**src/rtl/rggen_rwc_clear_scheduler_pkg.sv**
```systemverilog
// Shared definitions for the RWC clear scheduler: FSM state encodings,
// a ceiling-log2 helper and the completed-clear counter width.
package rggen_rwc_clear_scheduler_pkg;

    typedef enum logic [1:0] {
        STATE_IDLE  = 2'b00,
        STATE_ISSUE = 2'b01,
        STATE_ACK   = 2'b10
    } state_e;

    localparam int COUNT_WIDTH = 16;

    // Index width for a vector of the given size, never less than one bit.
    function automatic int rggen_clog2(input int value);
        int result;
        result = 1;
        for (int i = 1; i < 32; i++) begin
            if (((value - 1) >> i) != 0) begin
                result = i + 1;
            end
        end
        return result;
    endfunction

endpackage

```
**src/rtl/rggen_rwc_clear_scheduler_rr_picker.sv**
```systemverilog
// Combinational round-robin select: lowest requesting index at or above the
// pointer, otherwise wraps around to the lowest requesting index overall.
module rggen_rr_picker #(
    parameter int REQUESTERS = 4,
    parameter int IDW        = 2
)(
    input  logic [REQUESTERS-1:0] i_request,
    input  logic [IDW-1:0]        i_pointer,
    output logic                  o_any,
    output logic [IDW-1:0]        o_index
);

    logic [REQUESTERS-1:0] masked_req_next;
    logic                  upper_found_next;
    logic [IDW-1:0]        upper_index_next;
    logic [IDW-1:0]        lower_index_next;

    for (genvar gi = 0; gi < REQUESTERS; gi++) begin : g_mask
        assign masked_req_next[gi] = i_request[gi] && (IDW'(gi) >= i_pointer);
    end

    // Descending scan so the last hit is the lowest index.
    always_comb begin
        upper_found_next = 1'b0;
        upper_index_next = '0;
        lower_index_next = '0;
        for (int i = REQUESTERS - 1; i >= 0; i--) begin
            if (masked_req_next[i]) begin
                upper_found_next = 1'b1;
                upper_index_next = IDW'(i);
            end
            if (i_request[i]) begin
                lower_index_next = IDW'(i);
            end
        end
    end

    assign o_any   = |i_request;
    assign o_index = upper_found_next ? upper_index_next : lower_index_next;

endmodule

```
**src/rtl/rggen_rwc_clear_scheduler.sv**
```systemverilog
// Shares one RWC field clear among several requesters with round-robin
// arbitration; reissues clears lost to a colliding bus write.
// Optional completed-clear counter: RGGEN_RWC_CLEAR_SCHEDULER_COUNT_EN.
module rggen_rwc_clear_scheduler
    import rggen_rwc_clear_scheduler_pkg::*;
#(
    parameter int   REQUESTERS  = 4,
    parameter int   WIDTH       = 8,
    parameter int   WRITE_FIRST = 1,
    parameter int   MAX_DEFER   = 15,
    localparam int  IDW         = rggen_clog2(REQUESTERS)
)(
    input  logic                   i_clk,
    input  logic                   i_rst,
    input  logic [REQUESTERS-1:0]  i_clear_request,
    output logic [REQUESTERS-1:0]  o_clear_ack,
    output logic [IDW-1:0]         o_grant_id,
    input  logic                   i_bit_field_valid,
    input  logic [WIDTH-1:0]       i_bit_field_write_mask,
    output logic                   o_clear,
    output logic                   o_busy,
    output logic                   o_defer_error,
    output logic [COUNT_WIDTH-1:0] o_clear_count
);

    localparam bit WRITE_FIRST_EN = (WRITE_FIRST != 0);

    state_e         state_reg;
    logic [IDW-1:0] grant_id_reg;
    logic [IDW-1:0] pointer_reg;
    logic [7:0]     defer_count_reg;
    logic           defer_error_reg;

    logic           any_request_next;
    logic [IDW-1:0] pick_index_next;
    logic [IDW-1:0] pointer_next;
    logic           collision_next;

    rggen_rr_picker #(
        .REQUESTERS (REQUESTERS),
        .IDW        (IDW)
    ) u_picker (
        .i_request  (i_clear_request),
        .i_pointer  (pointer_reg),
        .o_any      (any_request_next),
        .o_index    (pick_index_next)
    );

    // A write that wins over the clear means the field never saw the clear.
    assign collision_next = WRITE_FIRST_EN && i_bit_field_valid && (|i_bit_field_write_mask);
    assign pointer_next   = (grant_id_reg == IDW'(REQUESTERS - 1)) ? '0 : grant_id_reg + IDW'(1);

    always_ff @(posedge i_clk) begin
        if (i_rst) begin
            state_reg       <= STATE_IDLE;
            grant_id_reg    <= '0;
            pointer_reg     <= '0;
            defer_count_reg <= '0;
            defer_error_reg <= 1'b0;
        end else begin
            case (state_reg)
                STATE_IDLE: begin
                    if (any_request_next) begin
                        grant_id_reg <= pick_index_next;
                        state_reg    <= STATE_ISSUE;
                    end
                end
                STATE_ISSUE: begin
                    if (collision_next) begin
                        if (defer_count_reg != 8'(MAX_DEFER)) begin
                            defer_count_reg <= defer_count_reg + 8'd1;
                        end
                        if (defer_count_reg >= 8'(MAX_DEFER - 1)) begin
                            defer_error_reg <= 1'b1;
                        end
                    end else begin
                        state_reg <= STATE_ACK;
                    end
                end
                STATE_ACK: begin
                    pointer_reg     <= pointer_next;
                    defer_count_reg <= '0;
                    state_reg       <= STATE_IDLE;
                end
                default: begin
                    state_reg <= STATE_IDLE;
                end
            endcase
        end
    end

    assign o_grant_id    = grant_id_reg;
    assign o_clear       = (state_reg == STATE_ISSUE);
    assign o_busy        = (state_reg != STATE_IDLE);
    assign o_defer_error = defer_error_reg;
    assign o_clear_ack   = REQUESTERS'(state_reg == STATE_ACK) << grant_id_reg;

`ifdef RGGEN_RWC_CLEAR_SCHEDULER_COUNT_EN
    logic [COUNT_WIDTH-1:0] clear_count_reg;

    always_ff @(posedge i_clk) begin
        if (i_rst) begin
            clear_count_reg <= '0;
        end else if (state_reg == STATE_ACK) begin
            clear_count_reg <= clear_count_reg + COUNT_WIDTH'(1);
        end
    end

    assign o_clear_count = clear_count_reg;
`else
    assign o_clear_count = '0;
`endif

endmodule

```
**config.mk**
```make
export PLATFORM = sky130hd
export DESIGN_NAME = rggen_rwc_clear_scheduler
export DESIGN_NICKNAME = d
export VERILOG_FILES = /design/src/rtl/rggen_rwc_clear_scheduler_pkg.sv /design/src/rtl/rggen_rwc_clear_scheduler_rr_picker.sv /design/src/rtl/rggen_rwc_clear_scheduler.sv
export SDC_FILE = /design/constraint.sdc
export NUM_CORES = 1
export LEC_CHECK = 0
export CAP_MARGIN = 20
export CORE_UTILIZATION = 30
export DETAILED_ROUTE_END_ITERATION = 6
export PLACE_DENSITY = 0.68
export SYNTH_ARGS = -nofsm -noshare
export SYNTH_HDL_FRONTEND = slang
export SYNTH_SLANG_ARGS = --single-unit
```
**constraint.sdc**
```tcl
create_clock -name i_clk -period 1.7 [get_ports i_clk]
set_clock_uncertainty 0.15 [all_clocks]
set_input_delay 0.255 -clock i_clk [delete_from_list [all_inputs] [get_ports i_clk]]
set_output_delay 0.255 -clock i_clk [all_outputs]
set_load 0.01 [all_outputs]
```
==> metrics.csv, run 1 <==
metric,value,unit
status,"finished, final reports clean",
die_w,61.2,um
holdBufCountCts,0,
crit_chain,"clkdlybuf4s50_1, nor4_2, a21boi_2, o211a_4, nor2b_4, a32o_1",
synthArstFlopShare,0,%
finalSetupViolCount,0,
cp_num_buf_inv,1,
hold_start,o_defer_error,
grt_use_total,14.7,%
whs_path_depth,2,
synth-edff-count,0,
startpoint_type,input port,
dp_slack,-348,ps
setup_slack,28.7,ps
synth_flop_cell,dfxtp_1,
syn_avg_cell_area,8.33,sq um
rows,21,
max-vdd-ir-drop,0.000453,V
place_hpwl,1820,um
r2r_start,defer_count_reg[1],
fillers,338,
min_period,1670,ps
synth_cells,126,
grt_pass1_wl,3990,um
start_util,31.5,%
critPathMaxStageDelay,410,ps
hold_path_end,o_defer_error,
yosysWarningCount,0,
clk_root_buffer_cell,clkbuf_4,
syn2layout_area_growth,47.1,%
grt_antenna_before_repair,0,
die_y,61.2,um
grt_max_degree,11,
p_per_area,626,nW/um^2
drv_slew,0,
overflow,0,
critical_path.slowest_cell,clkdlybuf4s50_1,
synth_cell_type_count,35,
max_cap_violations,0,
design.die.area,3740,sq um
vias,1033,
syn-cell-area,1050,sq um
grt_pass1_vias,939,
timing.rr.end,defer_count_reg[5],
r2r_cells,6,
min_period_over_period,98.3,%
fmax,0.598,GHz
fin_hold_ws,338,ps
core,3340,sq um
drtAntennaViolNets,0,
hold_viol,0,
cts_tree,done,
wirelength,2620,um
p_leak,0.709,nW
place_congestion,0.825,
met3_length,85,um
rsz0062_at_grt,false,
multi_input_area,742,sq um
critPathMaxFanout,6,
worstSetupPathType,input port to flop,
cts.path.max_buffers,2,
m1WireLength,1060,um
vias_per_cell,4.78,
largest_reg_flops,8,
nets,193,
cp-end-kind,flop,
htreeDepth,1,
hold_class,flop to flop,
topRoutingLayerUsed,met4,
ff_latch_area,307,sq um
required,1730,ps
clkTransAtPathRegs,90,ps
io_buffers,23,
drc,0,
wl_met2,1430,um
synth-seq-area-share,28.6,%
cp.arrival,1700,ps
drtPass1Iterations,4,
insertedDiodeCount,0,
initialDrtViolationCount,33,
clock_sinks,15,
wl_per_cell,12.1,um
drive_gt1_share,29.4,%
crit_family,compound AO/OA/AOI/OAI gates,
clk_latency,290,ps
ys_seq_elements,15,
r2r_slack,70,ps
ios,40,
cts_buffers,3,
layout by cell type (no fill, tap or decap), types with 2 or more instances in the layout:
cell type / netlist / routed
a21oi_1: 4 / 4
a32o_1: 5 / 5
and3_1: 4 / 3
buf_4: 16 / 21
clkbuf_2: 0 / 3
clkbuf_4: 0 / 3
clkdlybuf4s50_1: 0 / 11
conb_1: 1 / 16
dfxtp_1: 15 / 10
dfxtp_2: 0 / 5
dlymetal6s2s_1: 0 / 6
ha_1: 7 / 3
ha_4: 0 / 3
inv_1: 8 / 6
inv_2: 0 / 2
mux2i_1: 4 / 4
nand2_1: 4 / 4
nand3_1: 3 / 2
nor2_1: 12 / 12
nor3_1: 2 / 2
nor3b_1: 7 / 6
nor4_1: 5 / 3
nor4_2: 1 / 2
o211a_4: 0 / 2
o21ai_0: 8 / 8
o22ai_1: 2 / 2
power breakdown:
part / total (W) / internal (W) / switching [W]
Combinational: 0.000365 / 0.000191 / 0.000175
Sequential: 0.000391 / 0.000374 / 0.0000175
Clock: 0.000209 / 0.0000912 / 0.000118
layout make-up:
type	instances	area share [%]
inverters	8	1.94
multi-input cells	99	48.1
well taps	46	3.73
repair buffers	44	24.7
flip-flops and latches	15	19.9
clock buffers	4	1.70
what timing repair did:
item | in CTS | in global routing
buffers inserted | 1 | 0
resized for setup | 19 | 25
endpoints found under the hold margin | 0 | 0
cloned | 0 | 1
pin swaps | 0 | 6
setup endpoints to repair | 16 | 16
metrics by stage:
step / setup TNS, ps / cell area [sq um] / std cells / utilization, % / power (W)
detailed placement: -3070 / 1410 / 210 / 42.1 / 0.000704
global placement: -2750 / 1410 / 210 / 42.1 / 0.000699
global route: 0 / 1540 / 216 / 46.3 / 0.00103
CTS: 0 / 1470 / 215 / 44.0 / 0.000927
finish: 0 / 1540 / 216 / 46.3 / 0.000966
floorplan: 0 / 1110 / 141 / - / 0.000593
synthesized netlist by cell type, drive strengths merged, types with 3 or more instances:
master / n / area share (%)
nor4: 6 / 4.2
nand2: 4 / 1.4
dfxtp: 15 / 29
inv: 8 / 2.9
ha: 7 / 8.3
o21ai: 8 / 3.8
a21oi: 4 / 1.9
mux2i: 4 / 3.8
nand3: 3 / 1.4
and3: 4 / 2.4
buf: 18 / 13
a32o: 5 / 4.8
nor2: 12 / 4.3
nor3b: 7 / 5.0
worst max-delay path by stage:
stage                         startpoint  cells after the start  slack [ps]            endpoint
2_1_floorplan         defer_count_reg[1]                      7          20  defer_count_reg[0]
3_3_place_gp   i_bit_field_write_mask[1]                      6        -320  defer_count_reg[0]
3_5_place_dp   i_bit_field_write_mask[1]                      6        -350  defer_count_reg[5]
4_1_cts                     state_reg[0]                      5         0.6              o_busy
5_1_grt                     state_reg[0]                      5         0.4              o_busy
6_report       i_bit_field_write_mask[7]                      6          30  defer_count_reg[5]
worst register-to-register path: cells and delay by family (launching register included):
family	cells	cell delay, ps
AND/OR/NAND/NOR	3	450
AO/OA/AOI/OAI	2	390
flip-flops	1	340
adder cells (fa/ha/maj)	1	200
cell families (layout without fill, tap and decap cells):
| kind of cell | count (synthesis) | after routing | synth area share (%) |
|---|---|---|---|
| AO/OA/AOI/OAI | 28 | 29 | 18.7 |
| adder cells (fa/ha/maj) | 7 | 7 | 8.34 |
| buffers and inverters | 28 | 56 | 16.6 |
| flip-flops | 15 | 15 | 28.6 |
| multiplexers | 4 | 4 | 3.81 |
| other | 1 | 16 | 0.357 |
| AND/OR/NAND/NOR | 43 | 43 | 23.6 |
per-layer routing:
layer | track usage, % | vias to the layer above
met5 | 0 | -
met4 | 5.84 | 0
met3 | 3.78 | 7
met2 | 27.5 | 28
met1 | 15.7 | 487
li1 | - | 511
No activity file was read; power rests on OpenSTA's default activity.
==> run 2: changes to the inputs <==
Settings changed: ABC_CLOCK_PERIOD_IN_PS from default to 1700, PLACE_DENSITY 0.68 to 0.67, SKIP_LAST_GASP from default to 1, SYNTH_HIERARCHICAL from default to 1.
==> run 2 against run 1 <==
The flow now finishes with violations (setup timing). Sequential share of layout area is 2.4 points lower. Worst hold slack worse by 5.9 ps. Synthesized cell count is 21% higher. Count of clock-buffer cells in the layout stayed put. Clock power is 41% higher. Die area is 13% higher. Core utilization is 0.62 points higher. Global-route usage is 0.56 points higher. Combinational power is 31% higher. Final cell count is 15% higher. Critical path type is now flop to flop. Largest power group is now combinational cells.
==> metrics.csv, run 2 <==
metric,value,unit
status,finished with violations,
violations,setup timing,
drv_slew,0,
htreeDepth,1,
synth.area.mux_share,3.35,%
cp_num_buf_inv,1,
p_leak,0.730,nW
grt_pass1_wl,5060,um
synth_top_area_share,25.1,%
finalSetupViolCount,7,
drc,0,
core,3740,sq um
layout_common_cells,"buf_4, clkdlybuf4s50_1, conb_1, nor2_1",
cp.arrival,1940,ps
vias_per_cell,4.81,
p_per_area,668,nW/um^2
ys_seq_elements,15,
required,1730,ps
hold_viol,0,
power,0.00117,W
setup_slack,-202,ps
fmax,0.526,GHz
drtAntennaViolNets,0,
cts_buffers,3,
place_hpwl,2210,um
synth_top_family_by_area,simple AND/OR/NAND/NOR gates,
synth_fa_ha_area_share,7.32,%
post-synth-top-count-cell,buf_4,
start_util,32.0,%
synth_xor_area_share,0,%
cts_tree,done,
cts.path.max_buffers,2,
clk_latency,250,ps
holdBufCountCts,0,
synth_commonest_cells,"buf_4, dfxtp_1, nor2_1",
cp_num_cells,6,
wl_per_cell,12.2,um
synth-seq-area-share,25.1,%
yosys.area_share.simple,32.3,%
fillers,376,
syn_avg_cell_area,7.87,sq um
startpoint_type,flop,
vias,1197,
largest_reg_flops,8,
whs_path_depth,2,
synth_cells,152,
ys_top_cells_by_area,"dfxtp_1, buf_4, ha_1",
crit_family,simple AND/OR/NAND/NOR gates,
min_period,1900,ps
design.die.area,4240,sq um
overflow,0,
synth-edff-count,0,
drive_gt1_share,31.3,%
yosys.area.top_type,dfxtp_1,
max-vdd-ir-drop,0.000262,V
yosysWarningCount,6,
cp-end-kind,flop,
ios,40,
syn-cell-area,1200,sq um
critPathMaxStageDelay,440,ps
place_congestion,0.811,
fin_hold_ws,332,ps
grt_max_degree,14,
clk_root_buffer_cell,clkbuf_8,
synthArstFlopShare,0,%
rsz0062_at_grt,true,
critical_path.slowest_cell,or4_4,
grt_use_total,15.3,%
synth_flop_cell,dfxtp_1,
wirelength,3030,um
io_buffers,23,
crit_chain,"buf_6, ha_4, nor4b_4, a221o_1, or4_4, a21oi_2",
synth-compound-area-share,16.6,%
initialDrtViolationCount,40,
synth_cell_type_count,40,
grt_pass1_vias,1100,
die_w,65.1,um
syn2layout_area_growth,46.8,%
max_cap_violations,0,
critPathMaxFanout,4,
clkTransAtPathRegs,60,ps
worstSetupPathType,flop to flop,
r2r_cells,6,
drtPass1Iterations,4,
rows,22,
hold_class,flop to flop,
insertedDiodeCount,0,
grt_antenna_before_repair,0,
final_common_cell,buf_4,
tns,-878,ps
nets,224,
min_period_over_period,112,%
die_y,65.1,um
clock_sinks,15,
## run 2: path summary, 6_finish.rpt
| path | to | slack, ps | start |
|---|---|---|---|
| hold / removal | o_defer_error | 330 | o_defer_error |
| hold reg to reg | o_defer_error | 330 | o_defer_error |
| setup reg to reg | defer_count_reg[1] | -200 | state_reg[0] |
| setup / recovery | defer_count_reg[1] | -200 | state_reg[0] |
## run 2: through the flow
step / cell area (sq um) / util, % / setup slack (ps) / std cells
after CTS: 1720 / 46.0 / -141 / 248
final: 1760 / 46.9 / -202 / 249
after detailed placement: 1630 / 43.6 / -312 / 244
after global placement: 1630 / 43.6 / -283 / 244
after floorplan: 1290 / - / -194 / 167
after global routing: 1760 / 46.9 / -236 / 249
## run 2: routing by layer
layer | global-route usage (%) | up-vias | share of wire [%]
li1 | - | 612 | -
met2 | 24.9 | 24 | 49
met5 | 0 | - | 0
met3 | 3.82 | 2 | 2.9
met4 | 4.62 | 0 | 0.63
met1 | 19.8 | 559 | 47
## run 2: logic make-up after synthesis
family / count (synthesis)
other: 1
DFF: 15
AOI/OAI and AO/OA: 31
and+or+nand+nor: 65
adders and majority gates: 7
buffers and inverters: 29
muxes: 4
## run 2: layout make-up
type	count	area (sq um)	area share (%)
Inverter	6	22.5	1.28
Clock buffer	4	45.0	2.57
Sequential cell	15	307	17.5
Tap cell	48	60.1	3.42
Timing Repair Buffer	53	452	25.7
Multi-Input combinational cell	123	870	49.5
## run 2: timing repair
| item | 4_1_cts | 5_1_grt |
|---|---|---|
| buffers inserted | 0 | 1 |
| pin swaps | 6 | 2 |
| endpoints found under the setup margin | 15 | 14 |
| gates resized for setup | 19 | 13 |
## run 2: power breakdown
| group | switching (W) | total, W | internal [W] |
|---|---|---|---|
| logic | 0.000223 | 0.000477 | 0.000255 |
| clock network | 0.000128 | 0.000294 | 0.000166 |
| registers | 0.0000234 | 0.000402 | 0.000378 |
## run 2: worst reg2reg max path, cell delays in order, from the launching register on
cell and delay, ps:
dfxtp_2 330, buf_6 110, ha_4 160, nor4b_4 130, a221o_1 380, or4_4 440, a21oi_2 130
==> run 3: changes to the inputs <==
Settings changed: SKIP_LAST_GASP 1 to default.
==> run 3 against run 2 <==
The flow still finishes with violations (setup timing). Sequential share of layout area fell by 0.12 points. Setup slack improved by 12 ps. First-iteration DRC count grew 30%. Largest cell class unchanged. Core utilization increased by 0.33 points. Combinational power hardly changed. Non-clock buffer count unchanged. Critical path depth unchanged.
==> metrics.csv, run 3 (synthesis results as in run 2) <==
metric,value,unit
drtPass1Iterations,4,
nets,224,
p_leak,0.731,nW
switching_share,32.2,%
cts.path.max_buffers,2,
holdBufCountCts,0,
cp-end-kind,flop,
tns,-908,ps
hold_viol,0,
overflow,0,
p_clk_share,25.0,%
setup_slack,-191,ps
hold_class,flop to flop,
p_int,0.000800,W
clk_root_buffer_cell,clkbuf_8,
finalSetupViolCount,7,
drv_slew,0,
ios,40,
worstSetupPathType,flop to flop,
final_common_cell,buf_4,
io_buffers,23,
violations,setup timing,
p_per_area,668,nW/um^2
die_w,65.1,um
vias_per_cell,4.80,
grt_pass1_wl,5060,um
die_y,65.1,um
cp.arrival,1920,ps
cts_buffers,3,
power.switching,0.000380,W
cts_tree,done,
min_period_over_period,111,%
wirelength,3030,um
clk_latency,250,ps
required,1730,ps
grt_max_degree,14,
start_util,32.0,%
max_cap_violations,0,
power,0.00118,W
largest_reg_flops,8,
place_hpwl,2210,um
grt_use_total,15.3,%
status,finished with violations,
core,3740,sq um
rows,22,
layout_common_cells,"buf_4, clkdlybuf4s50_1, conb_1, nor2_1, dfxtp_1",
insertedDiodeCount,0,
seqPwrFrac,34.4,%
clkTransAtPathRegs,60,ps
drtAntennaViolNets,0,
initialDrtViolationCount,52,
wl_per_cell,12.2,um
design.die.area,4240,sq um
grt_antenna_before_repair,0,
rsz0062_at_grt,true,
clock_sinks,15,
comb_power_share,40.6,%
vias,1195,
place_congestion,0.811,
syn2layout_area_growth,47.8,%
drive_gt1_share,31.8,%
drc,0,
critPathMaxFanout,4,
fmax,0.529,GHz
startpoint_type,flop,
grt_pass1_vias,1100,
htreeDepth,1,
max-vdd-ir-drop,0.000269,V
final_core_util,47.2,%
min_period,1890,ps
## run 3: cell counts in the layout (fill, tap and decap cells not counted)
No cell type changed its count.
## run 3: critical path: stages, from the launching register on
cell,delay (ps)
dfxtp_2,330
buf_6,110
ha_4,160
nor4b_4,130
a221o_1,390
or4_4,430
a21oi_2,120
## run 3: final timing paths
path	startpoint	end	slack, ps	depth (start not counted)
hold / removal	o_defer_error	o_defer_error	330	2
setup reg to reg	state_reg[0]	defer_count_reg[0]	-190	6
hold reg to reg	o_defer_error	o_defer_error	330	2
setup / recovery	state_reg[0]	defer_count_reg[0]	-190	6
## run 3: layout make-up
type,count,area (sq um)
inverters,6,22.5
clock buffers,4,45.0
multi-input cells,123,882
fillers,373,1980
well taps,48,60.1
flip-flops and latches,15,307
repair buffers,53,452
## run 3: per-stage QoR
stage,instances,setup slack (ps),cell area (sq um),hold WS (ps)
6_report,249,-191,1770,332
5_1_grt,249,-226,1770,363
4_1_cts,248,-141,1720,336
3_5_place_dp,244,-312,1630,321
3_3_place_gp,244,-283,1630,312
2_1_floorplan,167,-194,1290,301
## run 3: layer usage
metal  GRT usage (%)  up-vias  share of wire (%)
li1                -      613                  -
met1            19.8      557                 48
met2            24.9       23                 48
met3            3.82        2                3.3
met4            4.62        0               0.63
met5               0        -                  0
## run 3: power groups by stage
stage	clock network (W)	registers [W]	logic, W
6_report	0.000295	0.000406	0.000479
3_5_place_dp	0	0.000406	0.000430
4_1_cts	0.000304	0.000401	0.000449
5_1_grt	0.000320	0.000410	0.000524
3_3_place_gp	0	0.000405	0.000426
2_1_floorplan	0	0.000410	0.000245
## run 3: what timing repair did
action / CTS / global route
setup endpoints to repair: 15 / 14
pin swaps: 6 / 2
setup buffers: 0 / 1
gates resized for setup: 20 / 14
